[src/rtl/fft_seq_ctrl.sv]
// Address/control sequencer for an in-place radix-2 DIF FFT: per-stage read pairs, twiddle index, delayed write-back.
// Optional natural-order unload phase is built when FFT_SEQ_BITREV_EN is defined.
module fft_seq_ctrl #(
    parameter int LOG2N    = 4,
    parameter int PIPE_LAT = 1,
    localparam int SW      = (LOG2N > 1) ? $clog2(LOG2N) : 1
) (
    input  logic             clk,
    input  logic             rst_n,
    input  logic             start,
    output logic             busy,
    output logic             done,
    output logic [SW-1:0]    stage,
    output logic             rd_en,
    output logic [LOG2N-1:0] rd_addr_a,
    output logic [LOG2N-1:0] rd_addr_b,
    output logic [LOG2N-2:0] tw_addr,
    output logic             wr_en,
    output logic [LOG2N-1:0] wr_addr_a,
    output logic [LOG2N-1:0] wr_addr_b,
`ifdef FFT_SEQ_BITREV_EN
    output logic             out_valid,
    output logic [LOG2N-1:0] out_addr,
`endif
    output logic [2:0]       dbg_state_o
);

    localparam int N    = 1 << LOG2N;
    localparam int HALF = N / 2;
    localparam int TW   = LOG2N - 1;
    localparam int CW   = (LOG2N > $clog2(PIPE_LAT + 1)) ? LOG2N : $clog2(PIPE_LAT + 1);
    localparam int PW   = 2 * LOG2N + 1;

    typedef enum logic [2:0] {
        S_IDLE   = 3'd0,
        S_RUN    = 3'd1,
        S_DRAIN  = 3'd2,
        S_UNLOAD = 3'd3,
        S_DONE   = 3'd4
    } state_t;

    state_t        state_q, state_d;
    logic [SW-1:0] stage_q, stage_d;
    logic [CW-1:0] cnt_q, cnt_d;

    always_ff @(posedge clk or negedge rst_n) begin
        if (!rst_n) begin
            state_q <= S_IDLE;
            stage_q <= '0;
            cnt_q   <= '0;
        end else begin
            state_q <= state_d;
            stage_q <= stage_d;
            cnt_q   <= cnt_d;
        end
    end

    // cnt_q is shared: butterfly index in RUN, drain count in DRAIN, unload index in UNLOAD.
    always_comb begin
        state_d = state_q;
        stage_d = stage_q;
        cnt_d   = cnt_q;
        case (state_q)
            S_IDLE: begin
                if (start) begin
                    state_d = S_RUN;
                    stage_d = '0;
                    cnt_d   = '0;
                end
            end
            S_RUN: begin
                cnt_d = cnt_q + 1'b1;
                if (cnt_q == CW'(HALF - 1)) begin
                    state_d = S_DRAIN;
                    cnt_d   = '0;
                end
            end
            S_DRAIN: begin
                cnt_d = cnt_q + 1'b1;
                if (cnt_q == CW'(PIPE_LAT - 1)) begin
                    cnt_d = '0;
                    if (stage_q != SW'(LOG2N - 1)) begin
                        stage_d = stage_q + 1'b1;
                        state_d = S_RUN;
                    end else begin
`ifdef FFT_SEQ_BITREV_EN
                        state_d = S_UNLOAD;
`else
                        state_d = S_DONE;
`endif
                    end
                end
            end
            S_UNLOAD: begin
                cnt_d = cnt_q + 1'b1;
                if (cnt_q == CW'(N - 1)) begin
                    state_d = S_DONE;
                    cnt_d   = '0;
                end
            end
            S_DONE: begin
                state_d = S_IDLE;
                stage_d = '0;
                cnt_d   = '0;
            end
            default: state_d = S_IDLE;
        endcase
    end

    // mask = span-1; k above the mask is the group, doubled to skip the partner half.
    logic [LOG2N-1:0] k, mask, j, addr_a, addr_b;

    always_comb begin
        k      = cnt_q[LOG2N-1:0];
        mask   = {LOG2N{1'b1}} >> ({1'b0, stage_q} + 1'b1);
        j      = k & mask;
        addr_a = ((k & ~mask) << 1) | j;
        addr_b = addr_a + (mask + 1'b1);
    end

    assign rd_en       = (state_q == S_RUN);
    assign rd_addr_a   = rd_en ? addr_a : '0;
    assign rd_addr_b   = rd_en ? addr_b : '0;
    assign tw_addr     = rd_en ? TW'(j << stage_q) : '0;
    assign busy        = (state_q != S_IDLE);
    assign done        = (state_q == S_DONE);
    assign stage       = stage_q;
    assign dbg_state_o = state_q;

    logic [PW-1:0] pipe_q [PIPE_LAT];

    always_ff @(posedge clk or negedge rst_n) begin
        if (!rst_n) begin
            for (int i = 0; i < PIPE_LAT; i++) pipe_q[i] <= '0;
        end else begin
            pipe_q[0] <= {rd_en, rd_addr_a, rd_addr_b};
            for (int i = 1; i < PIPE_LAT; i++) pipe_q[i] <= pipe_q[i-1];
        end
    end

    assign {wr_en, wr_addr_a, wr_addr_b} = pipe_q[PIPE_LAT-1];

`ifdef FFT_SEQ_BITREV_EN
    logic [LOG2N-1:0] k_rev;

    always_comb begin
        k_rev = '0;
        for (int i = 0; i < LOG2N; i++) k_rev[i] = k[LOG2N-1-i];
    end

    assign out_valid = (state_q == S_UNLOAD);
    assign out_addr  = out_valid ? k_rev : '0;
`endif

endmodule

[config.mk]
export PLATFORM = sky130hd
export DESIGN_NAME = fft_seq_ctrl
export DESIGN_NICKNAME = d
export VERILOG_FILES = /design/src/rtl/fft_seq_ctrl.sv
export SDC_FILE = /design/constraint.sdc
export NUM_CORES = 1
export LEC_CHECK = 0
export CORE_UTILIZATION = 49
export CTS_CLUSTER_DIAMETER = 100
export DETAILED_ROUTE_END_ITERATION = 8
export PLACE_DENSITY = 0.85
export SLEW_MARGIN = 20
export SYNTH_ARGS = -nofsm -noshare
export SYNTH_HDL_FRONTEND = slang
export SYNTH_SLANG_ARGS = --single-unit
[constraint.sdc]
create_clock -name clk -period 4.7 [get_ports clk]
set_clock_uncertainty 0.1 [all_clocks]
set_input_delay 0.705 -clock clk [delete_from_list [all_inputs] [get_ports clk]]
set_output_delay 0.705 -clock clk [all_outputs]
set_load 0.01 [all_outputs]
==> results of run 1 <==
final cells by class:
class                      count  area, um^2
tap                           27       33.78
clock buffer                   4       36.28
timing repair buffer          30       300.3
inverter                      10       37.54
fill                         156       596.8
sequential                    18       450.4
multi-input combinational     78       506.7
routing by layer:
layer / part of all wire (%) / wire, um / global-route usage [%] / vias to the layer above
met5: 0 / 0 / 0 / -
met4: 0.84 / 18 / 6.667 / 0
met3: 6.7 / 143 / 3.396 / 4
met2: 48 / 1037 / 38.11 / 37
met1: 44 / 945 / 26.82 / 412
li1: - / - / - / 444
final timing paths:
| path | cells past startpoint | start | endpoint |
|---|---|---|---|
| max reg2reg | 6 | cnt_q[0]$_DFFE_PN0P_ | stage[0]$_DFFE_PN0P_ |
| max in group asynchronous | 1 | rst_n | dbg_state_o[0]$_DFFE_PN0P_ |
| max | 7 | stage[1]$_DFFE_PN0P_ | tw_addr[2] |
| min reg2reg | 2 | cnt_q[0]$_DFFE_PN0P_ | pipe_q[5]$_DFF_PN0_ |
| min | 2 | cnt_q[0]$_DFFE_PN0P_ | pipe_q[5]$_DFF_PN0_ |
| min in group asynchronous | 1 | rst_n | pipe_q[1]$_DFF_PN0_ |
logic make-up after synthesis:
logic type | share of synthesized area (%)
AOI/OAI and AO/OA | 14.37
xor gates and xnor gates | 2.558
adders and majority gates | 7.308
buffers and inverters | 6.821
DFF | 43.85
muxes | 4.385
and+or+nand+nor | 20.71
flip-flops by register name (all words and copies together) (netlist names):
register / count
dbg_state_o: 3
pipe_q: 9
cnt_q: 4
stage: 2
worst max-delay path, delay by kind of cell, from the launching register on:
kind | cells | cell delay (ns)
flip-flops | 1 | 0.52
AO/OA/AOI/OAI | 2 | 0.27
buffers and inverters | 2 | 0.75
adder cells (fa/ha/maj) | 1 | 0.27
AND/OR/NAND/NOR | 2 | 0.20
cells in the final DEF (no fill, tap or decap), types with 2 or more instances in the layout:
cell type         n
clkdlybuf4s50_1  30
dfrtp_1          18
nor2_1           13
inv_1            10
nand2_1          10
a21oi_1           7
o21ai_0           6
ha_1              6
mux2i_1           3
nor3_1            3
nand3_1           3
clkbuf_4          3
nor4_1            2
a211oi_1          2
xor2_1            2
power by group:
part / internal (mW) / switching (mW)
registers: 0.214 / 0.0734
logic: 0.294 / 0.255
clock network: 0.0472 / 0.0468
per-stage QoR:
stage	hold WS, ns	util (%)	cell area (um^2)	instances
CTS	0.5329	69.58	1365	167
floorplan	0.3094	-	1027	112
global placement	0.5090	67.73	1329	163
global route	0.5828	69.58	1365	167
finish	0.5428	69.58	1365	167
detailed placement	0.5205	67.73	1329	163
==> flow_summary.ini, run 1 <==
[logic_synthesis]
synth-async-reset-ratio_pct = 100.0
synth_edf_count = 0
synth_nets = 121
postSynthCellCount = 112
synth.most_common_cell = dfrtp_1
ys_warn_count = 0
netlist_area_um2 = 1027
synth.top_cell.area_share_pct = 43.85
synth_area_leaders = dfrtp_1 (44%), ha_1 (7.3%), nor2_1 (4.8%)
netlist_top_cells_count = dfrtp_1 (18), nor2_1 (13), inv_1 (10), nand2_1 (10), a21oi_1 (7)
avgSynthCellArea_um2 = 9.172
synth_seq_cells = 18
synth.largest_area_cell = dfrtp_1
seq_area_frac_synth_pct = 43.85
yosysUniqueCellTypes = 37
synth_flop_cell = dfrtp_1

[place]
port_buffers = 30
dpl.hpwl_mm = 1.672
dp_slack_ns = 1.907
gp_congestion = 0.8261

[drt]
vias_per_cell = 5.371
antenna_left = 0
drc_errors = 0
firstDrtPassIters = 4
drtIter0Drc = 21
wl_per_cell_um = 12.84
num_vias = 897
wl_mm = 2.144

[global_route]
track_usage_pct = 21.56
grt_pass1_wl_mm = 3.415
antenna_found_initial = 0
grt_remaining_overflow = 0
grt_pass1_vias = 784
grt_start_max_net_pins = 19

[cts]
postCtsSetupRepairBufs = 0
clk_latency_ns = 0.29
cts.clk_slew.worst_paths_ns = 0.10
hold_buffers = 0
root_buffer = clkbuf_4
cts.path.max_buffers = 2
cts.htree.levels = 1
cts_made_buffers = 3
cts_tree = yes
clock-sinks = 18
cts.repair.resized = 0

[critical_path]
cp.arrival_ns = 2.31
worstPathMaxFanout = 12
r2r_slack_ns = 2.69
crit_path_frequent_cell = a211oi_1
cp_data_required_time_ns = 3.89
end_kind = output port
crit_path_start_kind = register
path_cells = inv_1 > ha_1 > nand2_1 > nor2_1 > a211oi_1 > a211oi_1 > clkdlybuf4s50_1
critPathSlowestCell = clkdlybuf4s50_1
cp_slowest_stage_delay_ns = 0.56
path_class = register to output port

[die]
fp.dieW_um = 47.79
die_y_um = 47.79
start_util_pct = 52.36
core_um2 = 1962
die_area_um2 = 2283
row_count = 16
ios = 31

[sta]
hold_viol = 0
finalCritPeriodShare_pct = 66.25
fmax_mhz = 321.2
rsz0062_at_grt = false
fin_ws_ns = 1.586
slew_headroom_pct = 48.25
post-route-min-period_ns = 3.114
setup_viol = 0
tightest_slew_ns = 0.7739
maxSlewViolCount = 0
tns_ns = 0

[power]
p_per_area_nw_per_um2 = 681.4
peakVddDrop_mv = 0.3503
p_leak_nw = 0.5944
finalPower_mw = 0.9301

[status]
status = completed

[finish]
num_antenna_cells = 0
syn_to_final_growth_pct = 32.89
nets = 150
final_layout_size_suffix_gt1_share_pct = 6.429

[job]
cap_violations = 0

[worst_hold_path]
min_path_type = register to register
Power figures use the tool's default switching activity.
==> run 2, diff against run 1 <==
CORE_UTILIZATION = 41   (was 49)
PLACE_DENSITY = 0.76   (was 0.85)
clock period = 2.6 ns   (was 4.7 ns; I/O delays follow)
==> flow_summary.ini, run 2 (synthesis results as in run 1) <==
[die]
fp.dieW_um = 52.06
start_util_pct = 45.13
die_y_um = 52.06
row_count = 17
die_area_um2 = 2710
ios = 31
core_um2 = 2276

[critical_path]
crit_path_start_kind = register
end_kind = output port
cp_data_required_time_ns = 2.11
cp_slowest_stage_delay_ns = 0.60
path_class = register to output port
worstPathMaxFanout = 12
critPathSlowestCell = clkdlybuf4s50_1
cp.arrival_ns = 2.00
path_cells = nand2b_1 > or2_4 > nor3_1 > clkdlybuf4s50_1

[sta]
slew_headroom_pct = 44.86
tightest_slew_ns = 0.8245
tns_ns = 0
finalCritPeriodShare_pct = 95.60
maxSlewViolCount = 0
setup_viol = 0
hold_viol = 0
rsz0062_at_grt = false
fmax_mhz = 402.3
post-route-min-period_ns = 2.486

[place]
port_buffers = 30
gp_congestion = 0.8759
dpl.hpwl_mm = 1.750
placed_cell_area_um2 = 1360

[power]
p_per_area_nw_per_um2 = 1209
p_leak_nw = 0.6940
peakVddDrop_mv = 0.6352

[cts]
cts.path.max_buffers = 2
cts_tree = yes
root_buffer = clkbuf_4
cts_made_buffers = 3
clock-sinks = 18
clk_latency_ns = 0.29
hold_buffers = 0
cts.htree.levels = 1
cts.clk_slew.worst_paths_ns = 0.10

[drt]
num_vias = 916
drtIter0Drc = 14
drc_errors = 0
antenna_left = 0
firstDrtPassIters = 4
wl_per_cell_um = 13.62
wl_mm = 2.356
vias_per_cell = 5.295

[finish]
largest_reg_flops = 9
nets = 155
fillCellCount = 191
syn_to_final_growth_pct = 38.98
most-common-layout-cells = clkdlybuf4s50_1 (24), dfrtp_1 (17), nor2_1 (13)
top_register = pipe_q
num_antenna_cells = 0
final_layout_size_suffix_gt1_share_pct = 12.41
final_common_cell = clkdlybuf4s50_1
final_area_um2 = 1428

[global_route]
grt_pass1_vias = 899
grt_start_max_net_pins = 19
antenna_found_initial = 0
grt_remaining_overflow = 0
track_usage_pct = 19.44
grt_pass1_wl_mm = 3.939

[status]
status = completed

[worst_hold_path]
min_path_type = primary input to asynchronous set/reset pin

[job]
cap_violations = 0
## run 2: cell count changes in the layout (fill, tap and decap cells not counted)
cell             previous run  this run
ha_2                        0         1
or2_4                       0         1
clkdlybuf4s50_1            30        24
dfrtp_1                    18        17
a31oi_1                     1         0
dlygate4sd2_1               0         1
ha_1                        6         5
dlymetal6s2s_1              0         5
or2_1                       1         0
buf_4                       0         5
a31oi_2                     0         1
dfrtp_2                     0         1
## run 2: layer usage
layer	GRT usage, %	up-vias	wire length (um)
li1	-	448	-
met1	24.91	434	1058
met2	32.91	30	1163
met3	2.632	4	102
met4	7.207	0	31
met5	0	-	0
## run 2: worst max-delay path: cells and delay by family (launching register included)
kind	cells	cell delay, ns
simple gates	3	0.72
buf+inv	1	0.60
flops	1	0.39
## run 2: timing repair
action                     4_1_cts  5_1_grt
resized for setup                4        6
setup endpoints to repair        5        6
setup buffers                    0        1
pin swaps                        0        1
## run 2: power by group
| group | total [mW] | switching [mW] | internal, mW |
|---|---|---|---|
| registers | 0.475 | 0.0868 | 0.388 |
| logic | 1.08 | 0.531 | 0.550 |
| clock network | 0.171 | 0.0859 | 0.0852 |
## run 2: layout make-up
class / instances / area [um^2] / share of cell area (%)
Tap cell: 28 / 35.03 / 2.454
Multi-Input combinational cell: 78 / 518.0 / 36.28
Sequential cell: 18 / 451.7 / 31.64
Inverter: 10 / 37.54 / 2.629
Timing Repair Buffer: 35 / 349.1 / 24.45
Clock buffer: 4 / 36.28 / 2.542
## run 2: stage by stage
stage	total power, mW	util [%]	std cells	hold WS (ns)	worst slack [ns]
6_report	1.726	62.73	173	0.4625	0.1143
5_1_grt	1.869	62.73	173	0.5304	0.0007852
4_1_cts	1.735	61.57	172	0.4779	0.02952
3_5_place_dp	1.555	59.76	168	0.5054	0.2195
3_3_place_gp	1.519	59.76	168	0.4909	0.2732
2_1_floorplan	1.043	-	112	-0.005591	0.5591
## run 2: path summary, 6_finish.rpt
check                                           start  cells past startpoint                   end  slack, ns
max reg2reg                      cnt_q[1]$_DFFE_PN0P_                      6  stage[0]$_DFFE_PN0P_       0.54
max in group asynchronous                       rst_n                      1  stage[0]$_DFFE_PN0P_       1.38
min                                             rst_n                      1   pipe_q[2]$_DFF_PN0_       0.46
min reg2reg                      stage[1]$_DFFE_PN0P_                      2  stage[1]$_DFFE_PN0P_       0.52
min in group clk                 stage[1]$_DFFE_PN0P_                      2  stage[1]$_DFFE_PN0P_       0.52
max                        dbg_state_o[2]$_DFFE_PN0P_                      4          rd_addr_a[3]       0.11
